## config.mk

```make
export PLATFORM = sky130hd
export DESIGN_NAME = add_chain_pipe
export DESIGN_NICKNAME = d
export VERILOG_FILES = /design/src/rtl/add_chain_pipe.sv
export SDC_FILE = /design/constraint.sdc
export NUM_CORES = 1
export LEC_CHECK = 0
export CORE_MARGIN = 2
export CORE_UTILIZATION = 47
export CTS_CLUSTER_SIZE = 30
export DETAILED_ROUTE_END_ITERATION = 10
export HOLD_SLACK_MARGIN = 0.08
export PLACE_DENSITY = 0.76
export RECOVER_POWER = 100
export SYNTH_ARGS = -nofsm -noshare
export SYNTH_HDL_FRONTEND = slang
export SYNTH_SLANG_ARGS = --single-unit
```

## constraint.sdc

```tcl
create_clock -name clk -period 1.74 [get_ports clk]
set_clock_uncertainty 0.05 [all_clocks]
set_input_delay 0.174 -clock clk [delete_from_list [all_inputs] [get_ports clk]]
set_output_delay 0.174 -clock clk [all_outputs]
set_load 0.005 [all_outputs]
```

## src/rtl/add_chain_pipe.sv

```systemverilog
// add_chain_pipe: three-stage pipelined evaluation of the chain
//   x = a + b,  y = x + c,  z = x + y   (all modulo 2^W)
// One register stage per dependency level, valid/ready on both sides.
//
// Ports:
//   clk, rst_n            clock, synchronous active-low reset
//   in_valid/in_ready     operand handshake; in_a, in_b, in_c operands
//   out_valid/out_ready   result handshake; out_x, out_y, out_z results
//   out_count             results accepted downstream (wraps at 2^CNT_W)
module add_chain_pipe #(
  parameter int W     = 8,
  parameter int CNT_W = 16
) (
  input  logic             clk,
  input  logic             rst_n,
  input  logic             in_valid,
  output logic             in_ready,
  input  logic [W-1:0]     in_a,
  input  logic [W-1:0]     in_b,
  input  logic [W-1:0]     in_c,
  output logic             out_valid,
  input  logic             out_ready,
  output logic [W-1:0]     out_x,
  output logic [W-1:0]     out_y,
  output logic [W-1:0]     out_z,
  output logic [CNT_W-1:0] out_count
);

  logic [3:1]       vld_q, vld_d;
  logic [W-1:0]     x1_q, x1_d, c1_q, c1_d;
  logic [W-1:0]     x2_q, x2_d, y2_q, y2_d;
  logic [W-1:0]     x3_q, x3_d, y3_q, y3_d, z3_q, z3_d;
  logic [CNT_W-1:0] cnt_q, cnt_d;
  logic             rdy1, rdy2, rdy3;

  // Ready ripples back combinationally so a full pipe still moves one
  // beat per clock when the sink drains it.
  always_comb begin
    rdy3 = !vld_q[3] || out_ready;
    rdy2 = !vld_q[2] || rdy3;
    rdy1 = !vld_q[1] || rdy2;
  end

  always_comb begin
    vld_d = vld_q;
    x1_d  = x1_q;
    c1_d  = c1_q;
    x2_d  = x2_q;
    y2_d  = y2_q;
    x3_d  = x3_q;
    y3_d  = y3_q;
    z3_d  = z3_q;
    cnt_d = cnt_q;

    // Data of an invalid predecessor may be loaded; only vld matters.
    if (rdy1) begin
      vld_d[1] = in_valid;
      x1_d     = in_a + in_b;
      c1_d     = in_c;
    end
    if (rdy2) begin
      vld_d[2] = vld_q[1];
      x2_d     = x1_q;
      y2_d     = x1_q + c1_q;
    end
    if (rdy3) begin
      vld_d[3] = vld_q[2];
      x3_d     = x2_q;
      y3_d     = y2_q;
      z3_d     = x2_q + y2_q;
    end

    if (vld_q[3] && out_ready) cnt_d = cnt_q + 1'b1;
  end

  always_ff @(posedge clk) begin
    if (!rst_n) begin
      vld_q <= '0;
      x1_q  <= '0;
      c1_q  <= '0;
      x2_q  <= '0;
      y2_q  <= '0;
      x3_q  <= '0;
      y3_q  <= '0;
      z3_q  <= '0;
      cnt_q <= '0;
    end else begin
      vld_q <= vld_d;
      x1_q  <= x1_d;
      c1_q  <= c1_d;
      x2_q  <= x2_d;
      y2_q  <= y2_d;
      x3_q  <= x3_d;
      y3_q  <= y3_d;
      z3_q  <= z3_d;
      cnt_q <= cnt_d;
    end
  end

  assign in_ready  = rdy1;
  assign out_valid = vld_q[3];
  assign out_x     = x3_q;
  assign out_y     = y3_q;
  assign out_z     = z3_q;
  assign out_count = cnt_q;

endmodule

```

==> metrics.txt, run 1 <==
status=complete, no violations; DR WL/cell=12.8 um; largest net degree at the start of global routing=33; Synth top area share=39.8%; DRT Pass-1 Iters=4; Synth Cell Area=3770 sq um; CP delay by family, top=simple AND/OR/NAND/NOR gates; total gr overflow=0; DRT Wirelength=8070 um; Yosys top cell by area=dfxtp_1; most common cell after layout, fill and taps aside=nand2_1; CP cell instances=ha_4 > nand3_1 > nand2_1 > a31oi_1 > or4b_1 > nand3_1; Comb power frac=16.2%; Peak VDD IR=370 uV; Reg2Reg Depth=6; H-tree depth=3; syn nets=485; Seq cells post-synth=75; P_int=0.00321 W; TritonCTS clock tree=built; CTS root buffer=clkbuf_8; Lkg Pwr=2.15 nW; 1st-iter DRT viols=114; first-pass GRT wire length=13800 um; Final Instance Count excl. Fillers=631; slowest cell delay on critical path=480 ps; Layout area overhead=33.5%; Overall Global Routing Usage=19.7%; Inst Count DP=613; Placeable Area=7770 sq um; synth unique cells=45; Post-DRT Antenna Nets=0; R2R Setup Slk=0.8 ps; Setup crit end kind=flop; Nets=577; share of cells above drive strength 1=13.6%; Clock Latency Late Sink=350 ps; Ys Warns=0; clk slew on worst S/H paths=80 ps; fin crit share=100%; Rows=32; design area=5040 sq um; drc violations=0; post-layout min period=1740 ps; CP startpoint kind=flop; CTS hold repair buffers=0; Crit-path slowest cell=or4b_1; Detailed Place HPWL=5950 um; dpl cell area=4740 sq um; fill count=666; die span in x=93.6 um; final hold vios=0; final setup fails=0; Switching Fraction=24.5%; pwr/cell area=844 nW/um^2; Seq/Total Area, Yosys=39.8%; hold endpoint=out_z[4]; Crit path top cell by count=nand3_1; initial antenna violation count=0; crit path buf inv count=0; critical path arrival=1990 ps; Inserted Clock Buffers=9; Worst Hold Launch=rst_n; R2R Path Start=x1_q[2]; PortBufs=69; vias in the first global route=3010; Crit Path Max Fanout=4; DIE AREA=8760 sq um; fin util=64.9%; most area-consuming cells after synthesis=dfxtp_1 40%, nand2_1 9.4%, a21boi_0 7.4%, ha_1 7.3%, xnor2_1 4.9%; I/O pins=70; Mapped Cells=432; # diodes=0; RD Place Congestion=0.805; WHS Path Cells=3; Die Y=93.6 um; CTS sink count=75; Min-Delay Path Class=input pin to flop; worst-case clock buffer depth=2; initial core utilization=48.6%; worst slew pin tran=517 ps; vias=3288; reg-to-reg endpoint=y2_q[5]; Psw=0.00104 W; fmax=575 MHz; Critical Path RT=1990 ps; register share of total power=45.5%; vias per inst=5.21; Setup CP Type=flop to flop; most frequent cells in the layout=96 x nand2_1, 71 x dfxtp_1, 38 x a21boi_0; Mapped Avg Cell Area=8.74 sq um; Clk network pwr share=38.2%; Max Slew Vio Count=0; Slew Limit Headroom=65.5%; Max-Cap Viols=0
[cells in the mapped netlist (all sizes together)]
cell,instances
nand3b,1
o221ai,1
nand4b,7
o21ai,17
buf,12
o211ai,4
a21oi,15
nand2b,4
fa,3
and2,18
nor2b,6
xnor2,21
nand3,15
dfxtp,75
a31o,1
a21boi,38
and4b,2
nand2,96
or4b,1
clkbuf,11
and4,2
nor4bb,1
a31oi,5
inv,12
and2b,1
xor2,7
o31ai,1
and3b,2
nand4,8
a21o,4
nor2,7
nor3,3
o21a,4
and3,1
o211a,3
ha,22
nor4,1
[stage by stage]
| step | setup TNS (ps) | hold WS [ps] | setup WS [ps] | total power [W] |
|---|---|---|---|---|
| finish | 0 | 270 | 0.766 | 0.00425 |
| global route | -63.0 | 288 | -29.5 | 0.00446 |
| CTS | 0 | 242 | 5.25 | 0.00430 |
| detailed placement | -1590 | 407 | -293 | 0.00266 |
| global placement | -1260 | 395 | -225 | 0.00263 |
| floorplan | 0 | 248 | 117 | 0.00235 |
[cells by family (layout without fill, tap and decap cells)]
group | after synthesis | after routing | synth area share, %
AND/OR/NAND/NOR | 176 | 176 | 24.0
flip-flops | 75 | 75 | 39.8
XOR/XNOR | 28 | 28 | 6.50
adder cells (fa/ha/maj) | 25 | 25 | 8.88
AO/OA/AOI/OAI | 93 | 93 | 16.5
buffers and inverters | 35 | 132 | 4.41
[power groups by stage]
stage                     clock [W]  sequential [W]  combinational (W)
after floorplan                   0         0.00196           0.000391
after global placement            0         0.00197           0.000667
after detailed placement          0         0.00197           0.000685
after CTS                   0.00166         0.00194           0.000696
after global routing        0.00174         0.00195           0.000771
final                       0.00163         0.00194           0.000691
[registers in the layout (all words and copies together), names as in the netlist]
register / count
out_y: 8
out_x: 8
out_count: 16
x2_q: 8
y2_q: 8
c1_q: 8
x1_q: 8
vld_q: 3
out_z: 8
[layout make-up]
type                            count  area (sq um)  share of cell area [%]
Clock buffer                       11           141                    2.80
Clock inverter                      5           100                    1.99
Inverter                           12          47.5                   0.943
Multi-Input combinational cell    322          2170                    43.0
Sequential cell                    75          1510                    29.9
Tap cell                          102           128                    2.53
Timing Repair Buffer              104           947                    18.8
[how the worst max path moves through the flow]
stage / from / to / slack [ps] / depth (start not counted)
3_3_place_gp: in_a[0] / x1_q[6] / -220 / 9
2_1_floorplan: x2_q[0] / out_z[6] / 120 / 8
3_5_place_dp: in_a[0] / x1_q[6] / -290 / 9
4_1_cts: y2_q[0] / out_z[6] / 5 / 8
5_1_grt: x1_q[2] / y2_q[5] / -30 / 6
6_report: x1_q[2] / y2_q[5] / 0.8 / 6
[routing by layer]
metal / up-vias / GRT usage [%] / wire length, um
met2: 73 / 32.4 / 3830
met4: 0 / 8.70 / 138
met5: - / 0 / 0
met1: 1541 / 25.0 / 3780
li1: 1664 / - / -
met3: 10 / 3.87 / 328
[tightest hold or removal path, cell delays in order]
cell	delay [ps]
buf_2	270
nand2_1	110
o21ai_0	60
[what timing repair did]
| item | 4_1_cts | 5_1_grt |
|---|---|---|
| endpoints found under the setup margin | 4 | 12 |
| pin swaps | 3 | 8 |
| hold endpoints to repair | 0 | 0 |
| gates resized for setup | 13 | 14 |
| buffers inserted | 0 | 2 |
Note: power is estimated with default switching activity, not from simulation.
==> run 2: changes to the inputs <==
CELL_PAD_IN_SITES_DETAIL_PLACEMENT = 1   (was not set)
CELL_PAD_IN_SITES_GLOBAL_PLACEMENT = 2   (was not set)
CORE_UTILIZATION = 34   (was 47)
CTS_CLUSTER_DIAMETER = 40   (was not set)
PLACE_DENSITY = not set   (was 0.76)
PLACE_DENSITY_LB_ADDON = 0.1   (was not set)
clock period = 2.2 ns   (was 1.74 ns; I/O delays follow)
==> run 2 against run 1 <==
  * Largest cell class unchanged
  * Sequential cell count stayed put
  * Setup slack improved by 180 ps
  * Die area up 36%
  * Register-to-register slack better by 310 ps
  * Cell area is 4.3% lower
  * Critical path depth decreased by 1
  * Combinational power decreased by 26%
  * Non-clock buffer count down 24
  * Sequential power fell by 21%
  * Count of clock-buffer cells in the layout up 2
  * Routed wire length grew 9.6%
==> metrics.txt, run 2 (same netlist as run 1, synthesis figures left out) <==
M1 GR Usage=21.7% (-3.3 points); Post-DRT Antenna Nets=0 (unchanged); critical path arrival=1750 ps (-240 ps); share of cells above drive strength 1=5.54% (-8.1 points); CTS sink count=75 (unchanged); Critical Path RT=1930 ps (-60 ps); I/O pins=70 (unchanged); total gr overflow=0 (unchanged); Placeable Area=10800 sq um (+40%); Setup crit end kind=output port; CP startpoint kind=input pin; Clock Latency Late Sink=340 ps (about the same); initial core utilization=34.8% (-14 points); Setup CP Type=input pin to output port; status=complete, no violations; vias per inst=4.90 (-5.9%); # diodes=0 (unchanged); largest net degree at the start of global routing=29 (-12%); Setup Total Neg Slack=0 ps (unchanged); fin crit share=91.9%; PortBufs=69 (unchanged); worst slew pin tran=856 ps (+339 ps); RD Place Congestion=0.750 (-6.8%); dpl cell area=4610 sq um (-2.7%); TritonCTS clock tree=built; met3 Usage GRT=3.56% (-0.31 points); DR WL/cell=13.7 um (+7.2%); gr busiest metal=met2; DRT Pass-1 Iters=4 (unchanged); Inserted Clock Buffers=9 (unchanged); die span in x=109 um (+17%); initial antenna violation count=0 (unchanged); Max-Cap Viols=0 (unchanged); met2 GRT Util=27.5% (-5.0 points); drc violations=0 (unchanged); fmax=494 MHz; Min-Delay Path Class=input pin to flop; clk slew on worst S/H paths=70 ps (about the same); CTS hold repair buffers=0 (unchanged); Nets=553 (-4.2%); Slew Limit Headroom=42.9% (-23 points); DIE AREA=12000 sq um (+36%); vias in the first global route=3290 (+9.3%); Crit Path Max Fanout=11 (+7); final setup fails=0 (unchanged); post-CTS sizing=0 (-13); Peak VDD IR=336 uV (-9.4%); post-CTS setup buffers=0 (unchanged); 1st-iter DRT viols=81 (-29%); Layout area overhead=27.8%; unrepaired setup endpoints after global routing=no; vias=3161 (-3.9%); Lkg Pwr=2.03 nW (-5.5%); most frequent cells in the layout=96 x nand2_1, 74 x dfxtp_1, 42 x dlygate4sd3_1; Rows=38 (+19%); pwr/cell area=682 nW/um^2 (-19%); Max Slew Vio Count=0 (unchanged); DRT Wirelength=8850 um (+9.6%); CTS root buffer=clkbuf_8; design area=4820 sq um (-4.3%); most common cell after layout, fill and taps aside=nand2_1; H-tree depth=3 (unchanged); worst-case clock buffer depth=2 (unchanged); post-layout min period=2020 ps; max reg flops=16 (unchanged); Overall Global Routing Usage=16.4% (-3.2 points); Detailed Place HPWL=6850 um (+15%); first-pass GRT wire length=15700 um (+14%); Die Y=109 um (+17%); final hold vios=0 (unchanged)
==> run 2: cell types whose count changed in the layout (fill, tap and decap cells not counted), moves of 4 or more <==
cell / delta
dlygate4sd3_1: +5
and2_1: -11
ha_1: +5
buf_4: -20
and2_0: +12
clkdlybuf4s50_1: -4
clkbuf_2: -4
o21ai_0: +4
==> run 2: per-stage QoR <==
stage	total power, W	instances	hold slack, ps	worst slack (ps)	utilization (%)
5_1_grt	0.00349	645	345	57.7	44.5
3_5_place_dp	0.00210	629	406	80.6	42.5
6_report	0.00329	645	335	177	44.5
4_1_cts	0.00336	645	322	89.5	44.7
3_3_place_gp	0.00209	629	395	161	42.5
2_1_floorplan	0.00186	432	294	577	-
==> run 2: final cells by class <==
type / instances / area (sq um)
clock buffers: 13 / 169
clock inverters: 3 / 68.8
fillers: 1298 / 6020
inverters: 12 / 47.5
multi-input cells: 322 / 2100
flip-flops and latches: 75 / 1500
well taps: 140 / 175
repair buffers: 80 / 762
==> run 2: per-layer routing <==
metal	part of all wire [%]	vias up
met4	0.46	0
li1	-	1616
met2	48	45
met5	0	-
met3	2.8	4
met1	49	1496
==> run 2: power breakdown <==
group          leakage (nW)  internal, W  switching [W]
Combinational          1.30     0.000273       0.000236
Sequential            0.616      0.00146      0.0000766
Clock                 0.120     0.000736       0.000514
Total                  2.03      0.00247       0.000827
==> run 2: final timing paths <==
check | cells past startpoint | start | slack (ps) | endpoint
max | 5 | out_ready | 180 | in_ready
min | 2 | rst_n | 340 | y2_q[1]
max reg2reg | 8 | y2_q[0] | 310 | out_z[6]
min reg2reg | 2 | out_x[2] | 410 | out_x[2]
==> run 2: worst max-delay path: stages <==
cell and delay (ps):
clkdlybuf4s50_1 500, and3b_1 200, and2_1 190, inv_4 110, clkdlybuf4s50_1 520
==> run 3: changes to the inputs <==
CAP_MARGIN = 20   (was not set)
MAX_ROUTING_LAYER = met4   (was not set)
==> run 3 against run 2 <==
  * Clock power about the same
  * Setup slack got worse by 2.4 ps
  * Count of clock-buffer cells in the layout unchanged
  * Maximum frequency decreased by 0.12%
  * Worst hold slack improved by 2.5 ps
  * Combinational power about the same
  * Routed wire length about the same
  * Register-to-register slack got worse by 40 ps
  * Via count increased by 0.22%
  * Critical endpoint unchanged
  * Largest power group unchanged
  * Highest routed layer unchanged
==> metrics.txt, run 3 (same netlist as run 1, synthesis figures left out) <==
Max-Cap Viols=0 (unchanged); TritonCTS clock tree=built; most frequent cells in the layout=96 x nand2_1, 74 x dfxtp_1, 42 x dlygate4sd3_1; Placeable Area=10800 sq um (unchanged); final setup fails=0 (unchanged); worst-case clock buffer depth=2 (unchanged); vias in the first global route=3305 (+0.46%); first-pass GRT wire length=15700 um (unchanged); pwr/cell area=682 nW/um^2 (about the same); drc violations=0 (unchanged); Post-DRT Antenna Nets=0 (unchanged); Layout area overhead=27.8% (unchanged); total gr overflow=0 (unchanged); max reg flops=16 (unchanged); Setup Total Neg Slack=0 ps (unchanged); Crit Path Max Fanout=11 (unchanged); pre-CTS WS=80.6 ps (unchanged); DR WL/cell=13.7 um (about the same); CP startpoint kind=input pin; Overall Global Routing Usage=16.9% (+0.43 points); DRT Wirelength=8860 um (about the same); post-layout min period=2020 ps (+2.42 ps); initial antenna violation count=0 (unchanged); fmax=494 MHz (-0.12%); RD Place Congestion=0.760 (+1.3%); Die Y=109 um (unchanged); CTS hold repair buffers=0 (unchanged); final hold vios=0 (unchanged); clk slew on worst S/H paths=80 ps (about the same); critical path arrival=1750 ps (about the same); fill count=1298 (unchanged); # diodes=0 (unchanged); Detailed Place HPWL=6850 um (unchanged); Slew Limit Headroom=43.5% (+0.55 points); I/O pins=70 (unchanged); die span in x=109 um (unchanged); status=complete, no violations; CTS root buffer=clkbuf_8; Rows=38 (unchanged); Critical Path RT=1930 ps (about the same); fin crit share=92.0% (+0.11 points); worst slew pin tran=848 ps (-8.21 ps); unrepaired setup endpoints after global routing=no; DRT Pass-1 Iters=4 (unchanged); Min-Delay Path Class=input pin to flop; Setup CP Type=input pin to output port; Nets=553 (unchanged); Max Slew Vio Count=0 (unchanged); vias per inst=4.91 (+0.22%); Peak VDD IR=336 uV (about the same); CTS sink count=75 (unchanged); share of cells above drive strength 1=5.54% (unchanged); Setup crit end kind=output port; Inserted Clock Buffers=9 (unchanged); Clock Latency Late Sink=340 ps (about the same); fin worst setup slack=175 ps (-2.42 ps); DIE AREA=12000 sq um (unchanged); largest net degree at the start of global routing=29 (unchanged); initial core utilization=34.8% (unchanged); most common cell after layout, fill and taps aside=nand2_1; Lkg Pwr=2.03 nW (unchanged); H-tree depth=3 (unchanged); PortBufs=69 (unchanged); vias=3168 (+0.22%); 1st-iter DRT viols=89 (+9.9%)
==> run 3: where the power goes <==
| part | internal (W) | leakage, nW | switching, W |
|---|---|---|---|
| combinational | 0.000273 | 1.30 | 0.000235 |
| clock | 0.000736 | 0.120 | 0.000513 |
| sequential | 0.00146 | 0.616 | 0.0000765 |
==> run 3: final cells by class <==
class                      count  area, sq um  share of cell area [%]
multi-input combinational    322         2100                    43.5
timing repair buffer          80          762                    15.8
sequential                    75         1500                    31.1
clock buffer                  13          169                    3.50
tap                          140          175                    3.63
clock inverter                 3         68.8                    1.43
inverter                      12         47.5                   0.985
==> run 3: layer usage <==
| metal | wire length, um | vias up | global-route usage [%] |
|---|---|---|---|
| li1 | - | 1611 | - |
| met1 | 4330 | 1513 | 21.6 |
| met2 | 4250 | 39 | 27.6 |
| met3 | 207 | 5 | 2.67 |
| met4 | 61 | 0 | 4.88 |
| met5 | 0 | - | - |
==> run 3: final timing paths <==
| check | depth (start not counted) | from | slack [ps] | end |
|---|---|---|---|---|
| hold / removal | 2 | rst_n | 340 | vld_q[2] |
| setup / recovery | 5 | out_ready | 180 | in_ready |
| setup reg to reg | 8 | y2_q[0] | 270 | out_z[6] |
| hold reg to reg | 2 | out_x[2] | 410 | out_x[2] |
==> run 3: critical path: stages <==
cell and delay, ps:
clkdlybuf4s50_1 500, and3b_1 200, and2_1 190, inv_4 110, clkdlybuf4s50_1 520
==> run 3: through the flow <==
stage               power, W  util, %  hold WS, ps  area, sq um  cells
floorplan            0.00186        -          294         3770    432
global placement     0.00209     42.5          395         4610    629
detailed placement   0.00210     42.5          406         4610    629
CTS                  0.00336     44.7          322         4850    645
global route         0.00349     44.5          351         4820    645
finish               0.00329     44.5          338         4820    645
==> run 3: what timing repair did <==
item	in CTS	in global routing
endpoints found under the setup margin	0	1
setup buffers	0	0
resized for setup	0	1
